`config.mk`:
```
export PLATFORM = sky130hd
export DESIGN_NAME = dut_run_ctrl_flat
export DESIGN_NICKNAME = d
export VERILOG_FILES = /design/src/rtl/dut_run_ctrl_if.sv /design/src/rtl/dut_run_ctrl.sv /design/src/flat_wrapper.sv
export SDC_FILE = /design/constraint.sdc
export NUM_CORES = 1
export LEC_CHECK = 0
export BUFFER_PORTS_ARGS = -buffer_cell sky130_fd_sc_hd__buf_2
export CAP_MARGIN = 20
export CORE_ASPECT_RATIO = 0.8
export CORE_MARGIN = 5
export CORE_UTILIZATION = 55
export CTS_CLUSTER_SIZE = 8
export DETAILED_ROUTE_END_ITERATION = 6
export MAX_ROUTING_LAYER = met4
export PLACE_DENSITY = 0.77
export SLEW_MARGIN = 20
export SYNTH_ARGS = -nofsm -noshare
export SYNTH_HDL_FRONTEND = slang
export SYNTH_SLANG_ARGS = --single-unit
```
`constraint.sdc`:
```
create_clock -name clk_i -period 3 [get_ports clk_i]
set_clock_uncertainty 0.05 [all_clocks]
set_input_delay 0.15 -clock clk_i [delete_from_list [all_inputs] [get_ports clk_i]]
set_output_delay 0.15 -clock clk_i [all_outputs]
set_load 0.01 [all_outputs]
```
`src/rtl/dut_run_ctrl_if.sv`:
```
// Host request/response channel plus the core control/status lines of the run sequencer.
// The slave modport is the sequencer; the master modport is the host and core side.
interface dut_run_ctrl_if #(
  parameter int unsigned CYC_W = 16
) ();

  // Request channel
  logic             req_valid;
  logic             req_ready;
  logic [1:0]       req_prog;
  logic             abort;

  // Core control and status
  logic             dut_reset;
  logic             dut_start;
  logic [11:0]      dut_pc_init;
  logic             dut_done;

  // Response channel
  logic             busy;
  logic             resp_valid;
  logic             resp_ready;
  logic [1:0]       resp_prog;
  logic [CYC_W-1:0] resp_cycles;
  logic [1:0]       resp_status;

  modport master (
    output req_valid,
    output req_prog,
    output abort,
    output dut_done,
    output resp_ready,
    input  req_ready,
    input  dut_reset,
    input  dut_start,
    input  dut_pc_init,
    input  busy,
    input  resp_valid,
    input  resp_prog,
    input  resp_cycles,
    input  resp_status
  );

  modport slave (
    input  req_valid,
    input  req_prog,
    input  abort,
    input  dut_done,
    input  resp_ready,
    output req_ready,
    output dut_reset,
    output dut_start,
    output dut_pc_init,
    output busy,
    output resp_valid,
    output resp_prog,
    output resp_cycles,
    output resp_status
  );

endinterface

```
`src/rtl/dut_run_ctrl.sv`:
```
// Run sequencer for the single-cycle core: reset/start window, timed run, valid/ready response.
// Every output is a register loaded from the next-state logic.
module dut_run_ctrl #(
  parameter int unsigned START_CYCLES = 2,
  parameter int unsigned CYC_W        = 16,
  parameter int unsigned TIMEOUT      = 50000,
  parameter logic [11:0] PROG0_PC     = 12'h000,
  parameter logic [11:0] PROG1_PC     = 12'h000,
  parameter logic [11:0] PROG2_PC     = 12'h000,
  parameter logic [11:0] PROG3_PC     = 12'h000
) (
  input logic           clk_i,
  input logic           reset_i,
  dut_run_ctrl_if.slave bus_io
);

  localparam int unsigned ScntW = (START_CYCLES > 1) ? $clog2(START_CYCLES) : 1;
  localparam logic [ScntW-1:0] ScntLast   = ScntW'(START_CYCLES - 1);
  localparam logic [CYC_W-1:0] TimeoutVal = CYC_W'(TIMEOUT);

  localparam logic [1:0] StatusDone    = 2'b00;
  localparam logic [1:0] StatusTimeout = 2'b01;
  localparam logic [1:0] StatusAbort   = 2'b10;

  typedef enum logic [1:0] {
    StIdle,
    StStart,
    StRun,
    StResp
  } state_e;

  state_e           state_q, state_d;
  logic [ScntW-1:0] scnt_q, scnt_d;
  logic [CYC_W-1:0] cyc_q, cyc_d;
  logic [1:0]       prog_q, prog_d;

  logic             req_ready_q, req_ready_d;
  logic             busy_q, busy_d;
  logic             dut_reset_q, dut_reset_d;
  logic             dut_start_q, dut_start_d;
  logic [11:0]      pc_init_q, pc_init_d;
  logic             resp_valid_q, resp_valid_d;
  logic [1:0]       resp_prog_q, resp_prog_d;
  logic [CYC_W-1:0] resp_cycles_q, resp_cycles_d;
  logic [1:0]       resp_status_q, resp_status_d;

  logic [CYC_W-1:0] cyc_inc;

  function automatic logic [11:0] prog_pc(input logic [1:0] idx);
    logic [11:0] pc;
    unique case (idx)
      2'd0:    pc = PROG0_PC;
      2'd1:    pc = PROG1_PC;
      2'd2:    pc = PROG2_PC;
      default: pc = PROG3_PC;
    endcase
    return pc;
  endfunction

  // TIMEOUT < 2^CYC_W, so the run counter stops before it can wrap.
  assign cyc_inc = cyc_q + 1'b1;

  always_comb begin
    state_d       = state_q;
    scnt_d        = scnt_q;
    cyc_d         = cyc_q;
    prog_d        = prog_q;
    dut_reset_d   = 1'b0;
    dut_start_d   = 1'b0;
    pc_init_d     = 12'h000;
    resp_prog_d   = resp_prog_q;
    resp_cycles_d = resp_cycles_q;
    resp_status_d = resp_status_q;

    unique case (state_q)
      StIdle: begin
        if (bus_io.req_valid) begin
          state_d     = StStart;
          prog_d      = bus_io.req_prog;
          scnt_d      = '0;
          dut_reset_d = 1'b1;
          dut_start_d = 1'b1;
          pc_init_d   = prog_pc(bus_io.req_prog);
        end
      end

      StStart: begin
        if (scnt_q == ScntLast) begin
          state_d = StRun;
          cyc_d   = '0;
        end else begin
          scnt_d      = scnt_q + 1'b1;
          dut_start_d = 1'b1;
          pc_init_d   = prog_pc(prog_q);
        end
      end

      StRun: begin
        if (bus_io.abort) begin
          state_d       = StResp;
          resp_prog_d   = prog_q;
          resp_cycles_d = cyc_inc;
          resp_status_d = StatusAbort;
        end else if (bus_io.dut_done) begin
          state_d       = StResp;
          resp_prog_d   = prog_q;
          resp_cycles_d = cyc_inc;
          resp_status_d = StatusDone;
        end else if (cyc_inc == TimeoutVal) begin
          state_d       = StResp;
          resp_prog_d   = prog_q;
          resp_cycles_d = TimeoutVal;
          resp_status_d = StatusTimeout;
        end else begin
          cyc_d = cyc_inc;
        end
      end

      StResp: begin
        if (bus_io.resp_ready) begin
          state_d = StIdle;
        end
      end

      default: state_d = StIdle;
    endcase

    // Status outputs follow the state being entered so they line up with it.
    req_ready_d  = (state_d == StIdle);
    busy_d       = (state_d != StIdle);
    resp_valid_d = (state_d == StResp);
  end

  always_ff @(posedge clk_i) begin
    if (reset_i) begin
      state_q       <= StIdle;
      scnt_q        <= '0;
      cyc_q         <= '0;
      prog_q        <= 2'd0;
      req_ready_q   <= 1'b1;
      busy_q        <= 1'b0;
      dut_reset_q   <= 1'b0;
      dut_start_q   <= 1'b0;
      pc_init_q     <= 12'h000;
      resp_valid_q  <= 1'b0;
      resp_prog_q   <= 2'd0;
      resp_cycles_q <= '0;
      resp_status_q <= 2'd0;
    end else begin
      state_q       <= state_d;
      scnt_q        <= scnt_d;
      cyc_q         <= cyc_d;
      prog_q        <= prog_d;
      req_ready_q   <= req_ready_d;
      busy_q        <= busy_d;
      dut_reset_q   <= dut_reset_d;
      dut_start_q   <= dut_start_d;
      pc_init_q     <= pc_init_d;
      resp_valid_q  <= resp_valid_d;
      resp_prog_q   <= resp_prog_d;
      resp_cycles_q <= resp_cycles_d;
      resp_status_q <= resp_status_d;
    end
  end

  assign bus_io.req_ready   = req_ready_q;
  assign bus_io.busy        = busy_q;
  assign bus_io.dut_reset   = dut_reset_q;
  assign bus_io.dut_start   = dut_start_q;
  assign bus_io.dut_pc_init = pc_init_q;
  assign bus_io.resp_valid  = resp_valid_q;
  assign bus_io.resp_prog   = resp_prog_q;
  assign bus_io.resp_cycles = resp_cycles_q;
  assign bus_io.resp_status = resp_status_q;

endmodule
```
`src/flat_wrapper.sv`:
```
// flat-port wrapper written by rule: the top's interface ports become plain ports
module dut_run_ctrl_flat 
#(
  parameter int unsigned START_CYCLES = 2,
  parameter int unsigned CYC_W        = 16,
  parameter int unsigned TIMEOUT      = 50000,
  parameter logic [11:0] PROG0_PC     = 12'h000,
  parameter logic [11:0] PROG1_PC     = 12'h000,
  parameter logic [11:0] PROG2_PC     = 12'h000,
  parameter logic [11:0] PROG3_PC     = 12'h000
)
  (clk_i, reset_i, bus_io_req_valid, bus_io_req_prog, bus_io_abort, bus_io_dut_done, bus_io_resp_ready, bus_io_req_ready, bus_io_dut_reset, bus_io_dut_start, bus_io_dut_pc_init, bus_io_busy, bus_io_resp_valid, bus_io_resp_prog, bus_io_resp_cycles, bus_io_resp_status);
  dut_run_ctrl_if #(.CYC_W(CYC_W)) bus_io_i ();
  input logic clk_i;
  input logic reset_i;
  input wire logic [$bits(bus_io_i.req_valid)-1:0] bus_io_req_valid;
  input wire logic [$bits(bus_io_i.req_prog)-1:0] bus_io_req_prog;
  input wire logic [$bits(bus_io_i.abort)-1:0] bus_io_abort;
  input wire logic [$bits(bus_io_i.dut_done)-1:0] bus_io_dut_done;
  input wire logic [$bits(bus_io_i.resp_ready)-1:0] bus_io_resp_ready;
  output wire logic [$bits(bus_io_i.req_ready)-1:0] bus_io_req_ready;
  output wire logic [$bits(bus_io_i.dut_reset)-1:0] bus_io_dut_reset;
  output wire logic [$bits(bus_io_i.dut_start)-1:0] bus_io_dut_start;
  output wire logic [$bits(bus_io_i.dut_pc_init)-1:0] bus_io_dut_pc_init;
  output wire logic [$bits(bus_io_i.busy)-1:0] bus_io_busy;
  output wire logic [$bits(bus_io_i.resp_valid)-1:0] bus_io_resp_valid;
  output wire logic [$bits(bus_io_i.resp_prog)-1:0] bus_io_resp_prog;
  output wire logic [$bits(bus_io_i.resp_cycles)-1:0] bus_io_resp_cycles;
  output wire logic [$bits(bus_io_i.resp_status)-1:0] bus_io_resp_status;
  assign bus_io_i.req_valid = bus_io_req_valid;
  assign bus_io_i.req_prog = bus_io_req_prog;
  assign bus_io_i.abort = bus_io_abort;
  assign bus_io_i.dut_done = bus_io_dut_done;
  assign bus_io_i.resp_ready = bus_io_resp_ready;
  assign bus_io_req_ready = bus_io_i.req_ready;
  assign bus_io_dut_reset = bus_io_i.dut_reset;
  assign bus_io_dut_start = bus_io_i.dut_start;
  assign bus_io_dut_pc_init = bus_io_i.dut_pc_init;
  assign bus_io_busy = bus_io_i.busy;
  assign bus_io_resp_valid = bus_io_i.resp_valid;
  assign bus_io_resp_prog = bus_io_i.resp_prog;
  assign bus_io_resp_cycles = bus_io_i.resp_cycles;
  assign bus_io_resp_status = bus_io_i.resp_status;
  dut_run_ctrl #(.START_CYCLES(START_CYCLES), .CYC_W(CYC_W), .TIMEOUT(TIMEOUT), .PROG0_PC(PROG0_PC), .PROG1_PC(PROG1_PC), .PROG2_PC(PROG2_PC), .PROG3_PC(PROG3_PC)) u_core (.clk_i(clk_i), .reset_i(reset_i), .bus_io(bus_io_i));
endmodule
```
==> metrics <==
status=complete, no violations; Ys Warns=0; max cap viols=0; Std-Cell Rows=21; clk sinks=46; pwr dens=446 mW/mm²; Worst R2R End=u_core.bus_io.resp_cycles[8]; core area=about 0.0042 mm²; crit share post-route=0.911; clk slew on worst S/H paths=0.09 ns; sequential power share=0.533; Antenna Violating Nets Remaining=0; Via-to-Cell Ratio=approximately 5.6; unrepaired setup endpoints after global routing=false; # DRC=0; # port buffers=32; vias=2,119; DP HPWL=between 3 and 4 mm; Synth top area share=0.383; largest net degree at the start of global routing=34; DP Area=between 0.002 and 0.003 mm²; critical path peak fanout=12; Worst EP required=about 3.2 ns; Clk network pwr share=0.386; final setup TNS=0 ns; commonest non-fill, non-tap cells in the layout=dfxtp_1 (46), nand2_1 (38), buf_2 (32); Hold Fails Final Rpt=0; synth top area cells=dfxtp_1 (38%), a21oi_1 (6.0%), nand2_1 (5.9%), mux2i_1 (4.6%), buf_4 (4.1%); post-synth design cell area=about 0.0024 mm²; Initial Utilization=0.572; Syn Inst Count=290; peak supply drop=roughly 0.38 mV; Setup Buffers After CTS=0; Worst Setup Start Kind=flop; drt wl/cell=approximately 15 µm; share of layout cells above drive strength 1=0.188; design internal power=~0.91 mW; initial DRC count=~250; crit path DAT=slightly below 3 ns; number of synthesized flops with an enable pin=0; final instance area=~0.0027 mm²; Period minus WS final=approximately 2.7 ns; Synth Register Bits=46; fin nets=~330; r2r setup slk=approximately 0.27 ns; H-tree Lvls=2; TritonCTS Buffers=5; clock tree buffer depth=2; predominant post-synthesis flop cell=dfxtp_1; cells on worst reg2reg path=6; slew margin rel.=0.586; initial antenna violation count=0; CP max stage cell=or4_4; Congestion Overflow GR=0; crit path kind=flop to flop; NetSw=roughly 0.29 mW; combinational fraction of design power=0.082; die footprint=0.00581 mm²; CP Launch Point=u_core.cyc_q[3]; Top Family by Delay on Critical Path=simple AND/OR/NAND/NOR gates; GP Congestion=just over 0.9; Hold WC Path Type=primary input to flop; Final Slew Violations=0; switching part of the total power=0.239; post-synthesis sequential area ratio=0.383; # diodes=0; vias in the first global route=1,921; global-route wire length before repair=9.16 mm; fin util=0.637; Leak=approximately 1.1 nW; crit path to=u_core.bus_io.resp_cycles[8]; Worst setup EP type=flop; DIE WIDTH=between 80 and 90 µm; PostCTS Resize Cnt=0; Synth Area per Inst=8.30 µm²; DR pass1 iterations=6; CTS Hold Bufs=0; io pins=45; Stages on worst setup path=6; reg2reg start=u_core.cyc_q[3]; area growth from synthesis to layout=11.3%; Netlist cell types=50; worst skew pair latency=about 0.30 ns; pin slew with the least headroom to its limit=between 0.6 and 0.7 ns; setup violators final=0; most common cell after layout, fill and taps aside=dfxtp_1; clock root cell=clkbuf_8; Die H=a little under 70 µm; CTS tree=done; post-synth top area cell=dfxtp_1; Synth async-reset ratio=0; drt total wl=about 5.6 mm; GRT Resource Usage Total=0.196; Crit path largest cell delay=0.63 ns; CP cell instances=nand4_1 > or4_1 > a221o_1 > or4_4 > o22ai_4 > o21a_1; Max Fclk=about 370 MHz; worst path bufs/invs=0
-- flip-flops by register name, indices dropped and copies added, names as in the netlist --
register and cells:
u_core.bus_io.resp_status 2, u_core.bus_io.busy 1, u_core.bus_io.resp_cycles 16, u_core.bus_io.resp_prog 2
u_core.bus_io.dut_reset 1, u_core.bus_io.req_ready 1, u_core.scnt_q 1, u_core.bus_io.resp_valid 1
u_core.state_q 2, u_core.cyc_q 16, u_core.prog_q 2, u_core.bus_io.dut_start 1
-- cells in the mapped netlist (all sizes together) (2+ instances only) --
library cell  instances
a31oi                 2
o21a                  7
nor3                  6
o211ai                2
nor2                 15
dfxtp                46
and3                  4
or4                   3
nand2                38
buf                  18
xor2                  7
nand4                 5
o21ai                18
a21oi                31
o32ai                 2
nor2b                10
mux2i                11
nand3b                2
clkbuf               11
nand3                 9
a211oi                2
nor4                  7
inv                   7
o221a                 2
nand2b                4
xnor2                 8
-- power groups by stage --
stage          registers (mW)  logic, mW  clock network, mW
2_1_floorplan           0.650     0.0779                  0
3_3_place_gp            0.651     0.0956                  0
3_5_place_dp            0.651     0.0965                  0
4_1_cts                 0.636     0.0969              0.461
5_1_grt                 0.639      0.108              0.495
6_report                0.637     0.0976              0.461
-- area by class of cell --
cell class | count | area [µm²]
Clock buffer | 6 | 72.6
Fill cell | 361 | 1530
Clock inverter | 2 | 37.5
Sequential cell | 46 | 921
Tap cell | 57 | 71.3
Inverter | 8 | 30.0
Multi-Input combinational cell | 218 | 1330
Timing Repair Buffer | 40 | 220
-- worst min-delay path: stages --
cell and delay, ns:
buf_2 0.07, mux2i_1 0.05, nor2_1 0.07
-- metal layers --
metal / vias up / global-route usage / routed length, µm
met1: 980 / 0.272 / 2770
li1: 1052 / - / -
met2: 76 / 0.283 / 2410
met4: 0 / 0.0661 / 73
met5: - / - / 0
met3: 11 / 0.0417 / 344
-- cell families (layout without fill, tap and decap cells) --
| group | after synthesis | count (layout) | synth area share |
|---|---|---|---|
| buffers and inverters | 37 | 56 | 0.0837 |
| xor gates and xnor gates | 15 | 15 | 0.0546 |
| AOI/OAI and AO/OA | 72 | 72 | 0.189 |
| DFF | 46 | 46 | 0.383 |
| other | 1 | 12 | 0.00156 |
| adders and majority gates | 1 | 1 | 0.00520 |
| muxes | 12 | 12 | 0.0504 |
| and+or+nand+nor | 106 | 106 | 0.233 |
-- through the flow --
stage	power (mW)	instances	worst slack [ns]	hold WS, ns
finish	1.20	377	0.267	0.0401
global route	1.24	377	0.179	0.0504
CTS	1.19	377	0.291	0.0373
detailed placement	0.747	369	0.320	0.345
global placement	0.746	369	0.355	0.336
floorplan	0.728	301	0.547	0.239
-- worst min-delay path by stage --
stage	start	to	slack, ns	cells after the start
2_1_floorplan	bus_io_abort	u_core.bus_io.resp_status[1]	0.24	2
3_3_place_gp	bus_io_req_prog[0]	u_core.prog_q[0]	0.34	3
3_5_place_dp	bus_io_req_prog[1]	u_core.prog_q[1]	0.35	3
4_1_cts	bus_io_req_prog[1]	u_core.prog_q[1]	0.04	3
5_1_grt	bus_io_abort	u_core.bus_io.resp_status[1]	0.05	3
6_report	bus_io_req_prog[1]	u_core.prog_q[1]	0.04	3
No activity file was read; power rests on OpenSTA's default activity.
